## src/rtl/pc_mux_pipe.sv

```systemverilog
// ---------------------------------------------------------------------------
// pc_mux_pipe
//
// This module selects one of NUM_IN valid/ready input channels and places the
// chosen word in a single registered output stage. The output stage runs at
// full throughput: a word can be taken and replaced in the same cycle.
//
// Channel choice depends on the mode input:
//   - mode = 0: explicit selection through sel. If sel is not a valid channel
//     number, no transfer happens and sel_err pulses on the next cycle.
//   - mode = 1: round-robin arbitration. Scanning starts at rr_ptr, and the
//     pointer moves past the winning channel after each arbitrated transfer.
//
// Ports
//   clk        rising-edge clock
//   rst_n      asynchronous, active-low reset
//   in_data    packed channel words; channel i is at [i*WIDTH +: WIDTH]
//   in_valid   per-channel valid
//   in_ready   per-channel ready (combinational; at most one bit is set)
//   sel        explicit channel select (used when mode = 0)
//   mode       0 = explicit select, 1 = round-robin
//   out_data   registered selected word
//   out_valid  out_data holds a word that has not been taken yet
//   out_ready  downstream accepts out_data this cycle
//   sel_err    registered one-cycle flag for an out-of-range select
//   xfer_cnt   wrapping count of accepted input transfers
// ---------------------------------------------------------------------------
module pc_mux_pipe #(
    parameter int WIDTH  = 32,
    parameter int NUM_IN = 4,
    parameter int SEL_W  = 2
) (
    input  logic                    clk,
    input  logic                    rst_n,
    input  logic [NUM_IN*WIDTH-1:0] in_data,
    input  logic [NUM_IN-1:0]       in_valid,
    output logic [NUM_IN-1:0]       in_ready,
    input  logic [SEL_W-1:0]        sel,
    input  logic                    mode,
    output logic [WIDTH-1:0]        out_data,
    output logic                    out_valid,
    input  logic                    out_ready,
    output logic                    sel_err,
    output logic [15:0]             xfer_cnt
);

    logic [WIDTH-1:0] chan_word [NUM_IN];

    logic [WIDTH-1:0] out_data_q,  out_data_d;
    logic             out_valid_q, out_valid_d;
    logic             sel_err_q,   sel_err_d;
    logic [15:0]      xfer_cnt_q,  xfer_cnt_d;
    logic [SEL_W-1:0] rr_ptr_q,    rr_ptr_d;

    logic             load_en;
    logic             sel_in_range;
    logic             grant_ok;
    logic [SEL_W-1:0] grant_idx;
    logic             xfer;

    for (genvar gi = 0; gi < NUM_IN; gi++) begin : g_unpack
        assign chan_word[gi] = in_data[gi*WIDTH +: WIDTH];
    end

    // The output register may load a new word when it is empty, or when its
    // current word is being taken in this same cycle.
    assign load_en      = !out_valid_q || out_ready;
    assign sel_in_range = (int'(sel) < NUM_IN);

    // Grant selection. In round-robin mode, the scan starts at rr_ptr and wraps
    // at NUM_IN. NUM_IN need not be a power of two, so the wrap is done
    // explicitly rather than by letting the pointer overflow.
    always_comb begin
        int               idx;
        logic [SEL_W-1:0] idx_w;
        logic             found;

        idx       = 0;
        idx_w     = '0;
        found     = 1'b0;
        grant_ok  = 1'b0;
        grant_idx = '0;

        if (!mode) begin
            grant_ok  = sel_in_range;
            grant_idx = sel;
        end else begin
            for (int k = 0; k < NUM_IN; k++) begin
                idx = int'(rr_ptr_q) + k;
                if (idx >= NUM_IN) begin
                    idx = idx - NUM_IN;
                end
                idx_w = SEL_W'(idx);
                if (!found && in_valid[idx_w]) begin
                    found     = 1'b1;
                    grant_idx = idx_w;
                end
            end
            grant_ok = found;
        end
    end

    always_comb begin
        in_ready = '0;
        if (grant_ok && load_en) begin
            in_ready[grant_idx] = 1'b1;
        end
    end

    assign xfer = grant_ok && load_en && in_valid[grant_idx];

    always_comb begin
        out_data_d  = out_data_q;
        out_valid_d = out_valid_q;
        xfer_cnt_d  = xfer_cnt_q;
        rr_ptr_d    = rr_ptr_q;
        sel_err_d   = !mode && !sel_in_range;

        if (xfer) begin
            // A transfer always wins. If the old word is taken in the same
            // cycle, it is replaced, so one word per cycle can flow through.
            out_data_d  = chan_word[grant_idx];
            out_valid_d = 1'b1;
            xfer_cnt_d  = xfer_cnt_q + 16'd1;
            if (mode) begin
                if (int'(grant_idx) == NUM_IN - 1) begin
                    rr_ptr_d = '0;
                end else begin
                    rr_ptr_d = grant_idx + SEL_W'(1);
                end
            end
        end else if (out_ready) begin
            // The word was taken and nothing replaces it. out_data keeps its
            // value; only the valid flag drops.
            out_valid_d = 1'b0;
        end
    end

    always_ff @(posedge clk or negedge rst_n) begin
        if (!rst_n) begin
            out_data_q  <= '0;
            out_valid_q <= 1'b0;
            sel_err_q   <= 1'b0;
            xfer_cnt_q  <= '0;
            rr_ptr_q    <= '0;
        end else begin
            out_data_q  <= out_data_d;
            out_valid_q <= out_valid_d;
            sel_err_q   <= sel_err_d;
            xfer_cnt_q  <= xfer_cnt_d;
            rr_ptr_q    <= rr_ptr_d;
        end
    end

    assign out_data  = out_data_q;
    assign out_valid = out_valid_q;
    assign sel_err   = sel_err_q;
    assign xfer_cnt  = xfer_cnt_q;

endmodule

```

## config.mk

```make
export PLATFORM = sky130hd
export DESIGN_NAME = pc_mux_pipe
export DESIGN_NICKNAME = d
export VERILOG_FILES = /design/src/rtl/pc_mux_pipe.sv
export SDC_FILE = /design/constraint.sdc
export NUM_CORES = 1
export LEC_CHECK = 0
export ABC_AREA = 1
export CAP_MARGIN = 20
export CORE_MARGIN = 4
export CORE_UTILIZATION = 40
export CTS_CLUSTER_DIAMETER = 30
export DETAILED_ROUTE_END_ITERATION = 12
export PLACE_DENSITY = 0.86
export REMOVE_ABC_BUFFERS = 1
export SLEW_MARGIN = 10
export SYNTH_ARGS = -nofsm -noshare
export SYNTH_HDL_FRONTEND = slang
export SYNTH_SLANG_ARGS = --single-unit
```

## constraint.sdc

```tcl
create_clock -name clk -period 4.52 [get_ports clk]
set_clock_uncertainty 0.15 [all_clocks]
set_input_delay 0.904 -clock clk [delete_from_list [all_inputs] [get_ports clk]]
set_output_delay 0.904 -clock clk [all_outputs]
set_load 0.01 [all_outputs]
```

==> metrics.txt, run 1 <==
Setup-failing EPs final 0; peak supply drop 0.2858 mV; Syn Area/Cell 5.930 sq um; worst min-delay path startpoint out_data[1]; P&R area growth vs syn 49.06%; period utilization 93.67%; YS warnings 0; diode count 0; Seq/Total Area, Yosys about a third; core area 9774 sq um; # rows 36; worst slew pin tran 0.6359 ns; clk sinks 51; r2r setup slk 1.37 ns; RSZ-0062 raised after global routing false; crit path time final 4.234 ns; most frequent cells in the layout nand2_1 (440), clkdlybuf4s50_1 (189), nand3_1 (64), dfrtp_1 (51), inv_1 (21); RePlAce Congestion between 0.8 and 0.9; Fin. Hold Viols 0; DRC 0; Syn Inst Count 676; DRT antenna net count 0; CTS Buffer Depth 2; P_leak 0.003123 uW; Hold/Removal Path Class reg2reg; FMAX 236.2 MHz; first-pass detailed-route iteration total 4; clock transition at the registers of the reported paths 0.09 ns; Cells on Worst Hold Path 2; initial antenna violation count 0; DR vias 4528; Root Driver clkbuf_8; Final Max Tran Viols 0; Post-CTS Setup Inserts 0; TNS Setup 0 ns; FF-to-FF Start rr_ptr_q[0]; Required @ worst endpoint 3.47 ns; post-detail-place hpwl 9084 um; GRT overflow 0; Slew Limit Headroom around 58%; area occupied by multi-input gates 2364 sq um; share of cells above drive strength 1 3.905%; Yosys cell types 26; cts bufs inserted 5; CTS hold repair buffers 0; Reg area 1276 sq um; Worst-Skew Late Latency 0.29 ns; largest net degree at the start of global routing 65; DIE WIDTH 108.1 um; Mapped Area 4009 sq um; outcome complete, no violations; Port-buffer cells between 150 and 200; worst reg2reg endpoint rr_ptr_q[0]; post-synthesis register bit count around 50; post-CTS sizing 0; global-route wire length before repair 19840 um; IO Pins 192; Worst Hold Endpoint out_data[1]; Worst R2R Path Depth 17; most common cell after layout, fill and taps aside nand2_1; # fillers about 970; DRT iter0 DRCs 228; Crit Path Max Fanout 5; CTS tree yes; DP Area 5881 sq um; post-layout util 61.14%; vias per cell 4.630; Nets between 900 and 1000; crit end category primary output; die area 11690 sq um; Initial Util 41.01%; Crit. Startpoint in_valid[3]; Critical Path Source Type input pin; drt wl/cell 12.54 um; Worst Setup Path Type in2out; pwr/cell area 532.0 nW/um^2; crit path DAT ~3.2 ns; number of global-route vias before repair 4259; DRT Wirelength 12260 um; GRT Total Usage 20.61%; H-tree depth 2; Final Cell Area 5976 sq um; die height 108.1 um; Max Cap Viol 0
cell usage after synthesis:
| library cell | n | share of area, % |
|---|---|---|
| buf_1 | 1 | 0.094 |
| buf_2 | 13 | 1.6 |
| buf_4 | 8 | 1.5 |
| buf_6 | 11 | 3.1 |
| clkbuf_1 | 5 | 0.47 |
| conb_1 | 1 | 0.094 |
| dfrtp_1 | 51 | 32 |
| ha_1 | 4 | 1.2 |
| inv_1 | 21 | 2.0 |
| inv_2 | 5 | 0.47 |
| nand2_1 | 440 | 41 |
| nand2_2 | 5 | 0.78 |
| nand2_4 | 2 | 0.56 |
| nand3_1 | 64 | 8.0 |
| nand3b_1 | 1 | 0.19 |
| nand4_1 | 4 | 0.62 |
| nor2_1 | 12 | 1.1 |
| nor2_2 | 2 | 0.31 |
| nor2_4 | 1 | 0.28 |
| nor3_1 | 4 | 0.50 |
| nor4_1 | 1 | 0.16 |
| o21ai_0 | 1 | 0.12 |
| o21ai_1 | 4 | 0.50 |
| o21ai_2 | 1 | 0.22 |
| xnor2_1 | 8 | 1.7 |
| xor2_1 | 6 | 1.3 |
routing by layer:
| layer | wire length (um) | part of all wire [%] | track usage [%] |
|---|---|---|---|
| met1 | 5101 | 42 | 24.31 |
| met2 | 5938 | 48 | 36.68 |
| met3 | 1010 | 8.2 | 5.552 |
| met4 | 211 | 1.7 | 5.951 |
| met5 | 0 | 0 | 0 |
logic make-up (layout without fill, tap and decap cells):
kind of cell	count (synthesis)	count (layout)	share of synthesized area, %
AOI/OAI and AO/OA	6	6	0.8426
xor gates and xnor gates	14	14	3.059
adders and majority gates	4	4	1.248
buffers and inverters	64	233	9.207
DFF	51	51	31.84
other	1	1	0.09354
and+or+nand+nor	536	536	53.71
critical path, cell delays in order:
cell	delay [ns]
clkdlybuf4s50_1	0.42
inv_1	0.12
nand2_1	0.10
nand3_1	0.14
nand2_2	0.10
nor2_4	0.12
nand3_1	0.07
nand2_1	0.06
inv_1	0.05
nand2_2	0.08
nand2_4	0.07
inv_2	0.06
ha_1	0.13
inv_1	0.04
nor2_1	0.13
clkdlybuf4s50_1	0.58
sequential cells by signal, summed over array words and instances (netlist names):
| register | cells |
|---|---|
| rr_ptr_q | 2 |
| out_valid | 1 |
| xfer_cnt | 16 |
| out_data | 32 |
through the flow:
stage / setup slack [ns] / cells / hold WS, ns / power (uW)
after floorplan: 0.4959 / 638 / 0.3657 / 2001
after global placement: 0.3608 / 970 / 0.3121 / 2888
after detailed placement: 0.3168 / 970 / 0.3139 / 2927
after CTS: 0.3111 / 978 / 0.3371 / 3207
after global routing: 0.1630 / 978 / 0.3609 / 3498
final: 0.2859 / 978 / 0.3358 / 3179
where the power goes:
group          switching (uW)  leakage, uW  internal [uW]  total [uW]
Combinational            1280      0.00242            873        2150
Sequential                123     0.000658            632         756
Clock                     148    0.0000484            126         274
Total                    1550      0.00312           1630        3180
final cells by class:
type	count	area share [%]
timing repair buffer	199	33.08
tap	133	2.785
clock buffer	7	1.445
clock inverter	1	0.1466
inverter	26	1.633
sequential	51	21.36
multi-input combinational	561	39.55
worst max path at each step:
| stage | depth (start not counted) | slack (ns) | endpoint |
|---|---|---|---|
| after floorplan | 13 | 0.50 | in_ready[3] |
| after global placement | 15 | 0.36 | in_ready[3] |
| after detailed placement | 16 | 0.32 | in_ready[0] |
| after CTS | 16 | 0.31 | in_ready[0] |
| after global routing | 16 | 0.16 | in_ready[0] |
| final | 16 | 0.29 | in_ready[0] |
Power figures use the tool's default switching activity.
==> inputs of run 2 (changes only) <==
==> constraint.sdc (replaced) <==
create_clock -name clk -period 4.52 [get_ports clk]
set_clock_uncertainty 0.15 [all_clocks]
set_input_delay 0.904 -clock clk [delete_from_list [all_inputs] [get_ports clk]]
set_output_delay 0.904 -clock clk [all_outputs]
set_load 0.1 [all_outputs]
==> metrics.txt, run 2 (synthesized netlist as in run 1, its figures left out) <==
outcome complete, no violations; Place WS 0.5635 ns; Hold/Removal Path Class reg2reg; pwr/cell area 737.2 nW/um^2; Slew Limit Headroom between 20% and 30%; CTS Buffer Depth 2; largest net degree at the start of global routing 65; core area 9774 sq um; Root Driver clkbuf_8; FF-to-FF Start rr_ptr_q[0]; Setup-failing EPs final 0; Crit. Startpoint in_valid[1]; P_leak roughly 0.0031 uW; worst reg2reg endpoint rr_ptr_q[0]; CTS tree yes; max FFs per register 32; DIE WIDTH 108.1 um; cts bufs inserted 5; most frequent cells in the layout nand2_1 (440), clkdlybuf4s50_1 (185), nand3_1 (64), dfrtp_1 (51), inv_1 (21); RePlAce Congestion 0.8690; Nets 986; total design power 4440 uW; DR vias 4556; delay of the slowest critical-path stage roughly 0.5 ns; share of cells above drive strength 1 4.265%; DRT iter0 DRCs approximately 210; clock transition at the registers of the reported paths 0.08 ns; # fillers between 900 and 1000; vias per cell 4.663; crit end category primary output; global-route wire length before repair 19860 um; die height 108.1 um; clk sinks 51; post-detail-place hpwl just over 9000 um; Fin. Hold Viols 0; Worst R2R Path Depth 19; Port-buffer cells 190; slowest CP cell clkdlybuf4s50_1; GRT overflow 0; drt wl/cell 12.47 um; Initial Util roughly 41%; most common cell after layout, fill and taps aside nand2_1; peak supply drop 0.3604 mV; WHS ~0.33 ns; Max Cap Viol 0; H-tree depth 2; Worst-Skew Late Latency 0.29 ns; GRT Total Usage roughly a fifth; r2r setup slk 1.37 ns; Final Max Tran Viols 0; CTS hold repair buffers 0; crit path time final 3.949 ns; worst setup path end in_ready[3]; IO Pins 192; DRT Wirelength 12180 um; top sig layer met4; number of global-route vias before repair 4307; initial antenna violation count 0; final worst setup slack roughly 0.57 ns; crit path DAT between 2 and 3 ns; DRC 0; met3 routed WL between 1000 and 1500 um; post-CTS sizing 0; FMAX 253.2 MHz; Required @ worst endpoint 3.47 ns; diode count 0; first-pass detailed-route iteration total 4; worst slew pin tran 1.051 ns; CP cell instances clkdlybuf4s50_1 -> inv_1 -> nand2_1 -> nand3_1 -> nand2_2 -> inv_2 -> nand3_1 -> nor2_2 -> nor2_2 -> nand2_4 -> inv_2 -> ha_1 -> inv_1 -> nor2_1 -> buf_12; Crit Path Max Fanout 9; die area 11690 sq um; RSZ-0062 raised after global routing false; Worst Setup Path Type in2out; DRT antenna net count 0; P&R area growth vs syn 50.25%; routed length on met2 between 5000 and 6000 um; Critical Path Source Type input pin; period utilization around 87%; met1 wire length 4970 um; Post-CTS Setup Inserts 0; # rows 36
==> run 2: cell count changes in the layout (fill, tap and decap cells not counted) <==
| cell | change |
|---|---|
| clkdlybuf4s50_1 | -4 |
| clkinv_4 | -1 |
| bufinv_16 | +1 |
| buf_12 | +4 |
| clkbuf_8 | -1 |
==> run 2: layout make-up <==
type / instances / area [sq um] / share of cell area (%)
clock buffer: 6 / 72.57 / 1.205
sequential: 51 / 1276 / 21.19
inverter: 26 / 97.59 / 1.620
timing repair buffer: 199 / 2017 / 33.49
tap: 133 / 166.4 / 2.763
clock inverter: 1 / 30.03 / 0.4985
multi-input combinational: 561 / 2364 / 39.24
==> run 2: routing by layer <==
| metal | vias to the layer above | global-route usage (%) |
|---|---|---|
| li1 | 2397 | - |
| met1 | 1996 | 23.91 |
| met2 | 146 | 36.81 |
| met3 | 17 | 5.731 |
| met4 | 0 | 5.771 |
| met5 | - | 0 |
==> run 2: metrics by stage <==
stage               utilization, %  std cells  area (sq um)  setup TNS, ns
floorplan                        -        638          3737         -1.332
finish                       61.62        977          6023              0
global route                 61.62        977          6023              0
CTS                          61.62        977          6023              0
detailed placement           60.57        970          5921              0
global placement             60.57        970          5921              0
==> run 2: worst min path at each step <==
stage,end,from,cells past startpoint
after floorplan,rr_ptr_q[1],rr_ptr_q[1],2
after global placement,out_data[1],out_data[1],2
after detailed placement,out_data[1],out_data[1],2
after CTS,out_data[11],out_data[11],2
after global routing,out_data[25],out_data[25],2
final,out_data[11],out_data[11],2
==> run 2: power by group <==
part           total, uW  leakage (uW)  internal [uW]  switching [uW]
Combinational       3380       0.00244            903            2480
Clock                302     0.0000513            162             140
Sequential           759      0.000658            633             126
Total               4440       0.00315           1700            2740
==> run 2: critical path: cells and delay by family <==
kind	cells	cell delay (ns)
AND/OR/NAND/NOR	8	0.91
adder cells (fa/ha/maj)	1	0.14
buffers and inverters	6	0.92
==> inputs of run 3 (changes only) <==
--- a/config.mk
+++ b/config.mk
@@ -7,10 +7,12 @@
 export LEC_CHECK = 0
 export ABC_AREA = 1
 export CAP_MARGIN = 20
+export CORE_ASPECT_RATIO = 0.75
 export CORE_MARGIN = 4
 export CORE_UTILIZATION = 40
 export CTS_CLUSTER_DIAMETER = 30
 export DETAILED_ROUTE_END_ITERATION = 12
+export GPL_ROUTABILITY_DRIVEN = 0
 export PLACE_DENSITY = 0.86
 export REMOVE_ABC_BUFFERS = 1
 export SLEW_MARGIN = 10
==> metrics.txt, run 3 (synthesized netlist as in run 1, its figures left out) <==
routed length on met2 between 5000 and 6000 um; crit end category primary output; NetSw around 2800 uW; Initial Util 41.34%; Setup-failing EPs final 0; Critical Path Source Type input pin; post-detail-place hpwl 9126 um; pwr/cell area ~750 nW/um^2; clock transition at the registers of the reported paths 0.07 ns; CTS tree yes; peak supply drop 0.4484 mV; worst slew pin tran 1.021 ns; top sig layer met4; DRT iter0 DRCs 240; P&R area growth vs syn 52.00%; crit path DAT approximately 3 ns; combinational power share around three quarters; drt wl/cell 12.75 um; Place WS 0.3658 ns; Max Cap Viol 0; vias per cell roughly 4.7; area occupied by multi-input gates 2364 sq um; diode count 0; initial antenna violation count 0; number of global-route vias before repair 4171; global-route wire length before repair about 20000 um; # fillers 887; total design power 4591 uW; CTS hold repair buffers 0; TNS Setup 0 ns; P_leak 0.003178 uW; GRT overflow 0; most common cell after layout, fill and taps aside nand2_1; Post-CTS Setup Inserts 0; max FFs per register 32; Pint 1815 uW; Port-buffer cells 190; outcome complete, no violations; met1 wire length 5347 um; period utilization 91.76%; Reg area 1276 sq um; final worst setup slack between 0.3 and 0.4 ns; post-layout util 62.84%; delay-heaviest family, CP simple AND/OR/NAND/NOR gates; DR vias 4612; delay of the slowest critical-path stage 0.47 ns; die height between 90 and 100 um; IO Pins 192; share of cells above drive strength 1 4.497%; clk sinks 51; CP cell instances clkdlybuf4s50_1 -> inv_1 -> nand2_1 -> nand3_1 -> nand2_2 -> inv_2 -> nand3_1 -> nor2_2 -> nor2_2 -> nand2_4 -> inv_2 -> ha_1 -> inv_1 -> nor2_1 -> buf_12; DIE WIDTH between 100 and 150 um; Slew Limit Headroom 31.74%; most frequent cells in the layout nand2_1 (440), clkdlybuf4s50_1 (185), nand3_1 (64), dfrtp_1 (51), inv_1 (20); Hold/Removal Path Class reg2reg; die area 11700 sq um; Root Driver clkbuf_16; fraction of power consumed by sequential logic 16.7%; RSZ-0062 raised after global routing false; H-tree depth 2; Worst Setup Path Type in2out; switching portion of total power 60.47%; Nets 986; CP bufs+invs 6; core area 9697 sq um; non-filler cells, final approximately 980; Post-Place Cells a little under 1000; CTS Buffer Depth 2; Final Max Tran Viols 0; DRC 0; largest net degree at the start of global routing between 60 and 70; clock share of power 9.4%; Worst-Skew Late Latency 0.28 ns; Crit Path Max Fanout 31; GRT Total Usage 20.53%; DRT antenna net count 0; met3 routed WL ~1400 um; Fin. Hold Viols 0; Required @ worst endpoint between 3 and 4 ns; FMAX 241.1 MHz; crit path time final roughly 4.1 ns; DRT Wirelength 12460 um; post-CTS sizing 0; first-pass detailed-route iteration total 7; # rows 31; cts bufs inserted 5; slowest CP cell clkdlybuf4s50_1
run 3: changes by cell type in the layout (fill, tap and decap cells not counted):
cell	change
clkinv_2	+1
inv_1	-1
clkbuf_16	+5
clkbuf_8	-4
clkinv_1	+1
clkbuf_1	-1
run 3: layout make-up:
type	instances	area share [%]
multi-input cells	561	38.79
repair buffers	199	33.10
flip-flops and latches	51	20.94
well taps	132	2.710
clock buffers	6	2.279
inverters	26	1.602
clock inverters	2	0.5749
run 3: power groups by stage:
| stage | Sequential (uW) | Combinational, uW | Clock (uW) |
|---|---|---|---|
| 2_1_floorplan | 1890 | 1290 | 0 |
| 3_3_place_gp | 769 | 3370 | 0 |
| 3_5_place_dp | 770 | 3410 | 0 |
| 4_1_cts | 766 | 3410 | 443 |
| 5_1_grt | 785 | 3660 | 466 |
| 6_report | 765 | 3390 | 432 |
run 3: worst paths after layout:
path	from	to	slack [ns]	cells past startpoint
setup / recovery	in_valid[3]	in_ready[3]	0.37	15
hold / removal	out_data[6]	out_data[6]	0.33	2
setup reg to reg	rr_ptr_q[0]	rr_ptr_q[0]	1.25	19
hold reg to reg	out_data[6]	out_data[6]	0.33	2
max in group asynchronous	rst_n	out_data[11]	3.21	2
min in group asynchronous	rst_n	xfer_cnt[13]	0.57	2
run 3: worst min-delay path, stage by stage, from the launching register on:
cell	delay [ns]
dfrtp_1	0.34
nand2_1	0.06
nand2_1	0.05
run 3: per-stage QoR:
step                      instance area [sq um]  hold slack (ns)
after floorplan                            3737           0.4060
after global placement                     5919           0.3120
after detailed placement                   5919           0.3152
after CTS                                  6093           0.3327
after global routing                       6093           0.3400
final                                      6093           0.3303
run 3: layer usage:
layer	track usage, %	vias up
met2	35.18	185
met5	0	-
met3	5.689	8
li1	-	2394
met1	26.45	2025
met4	2.949	0
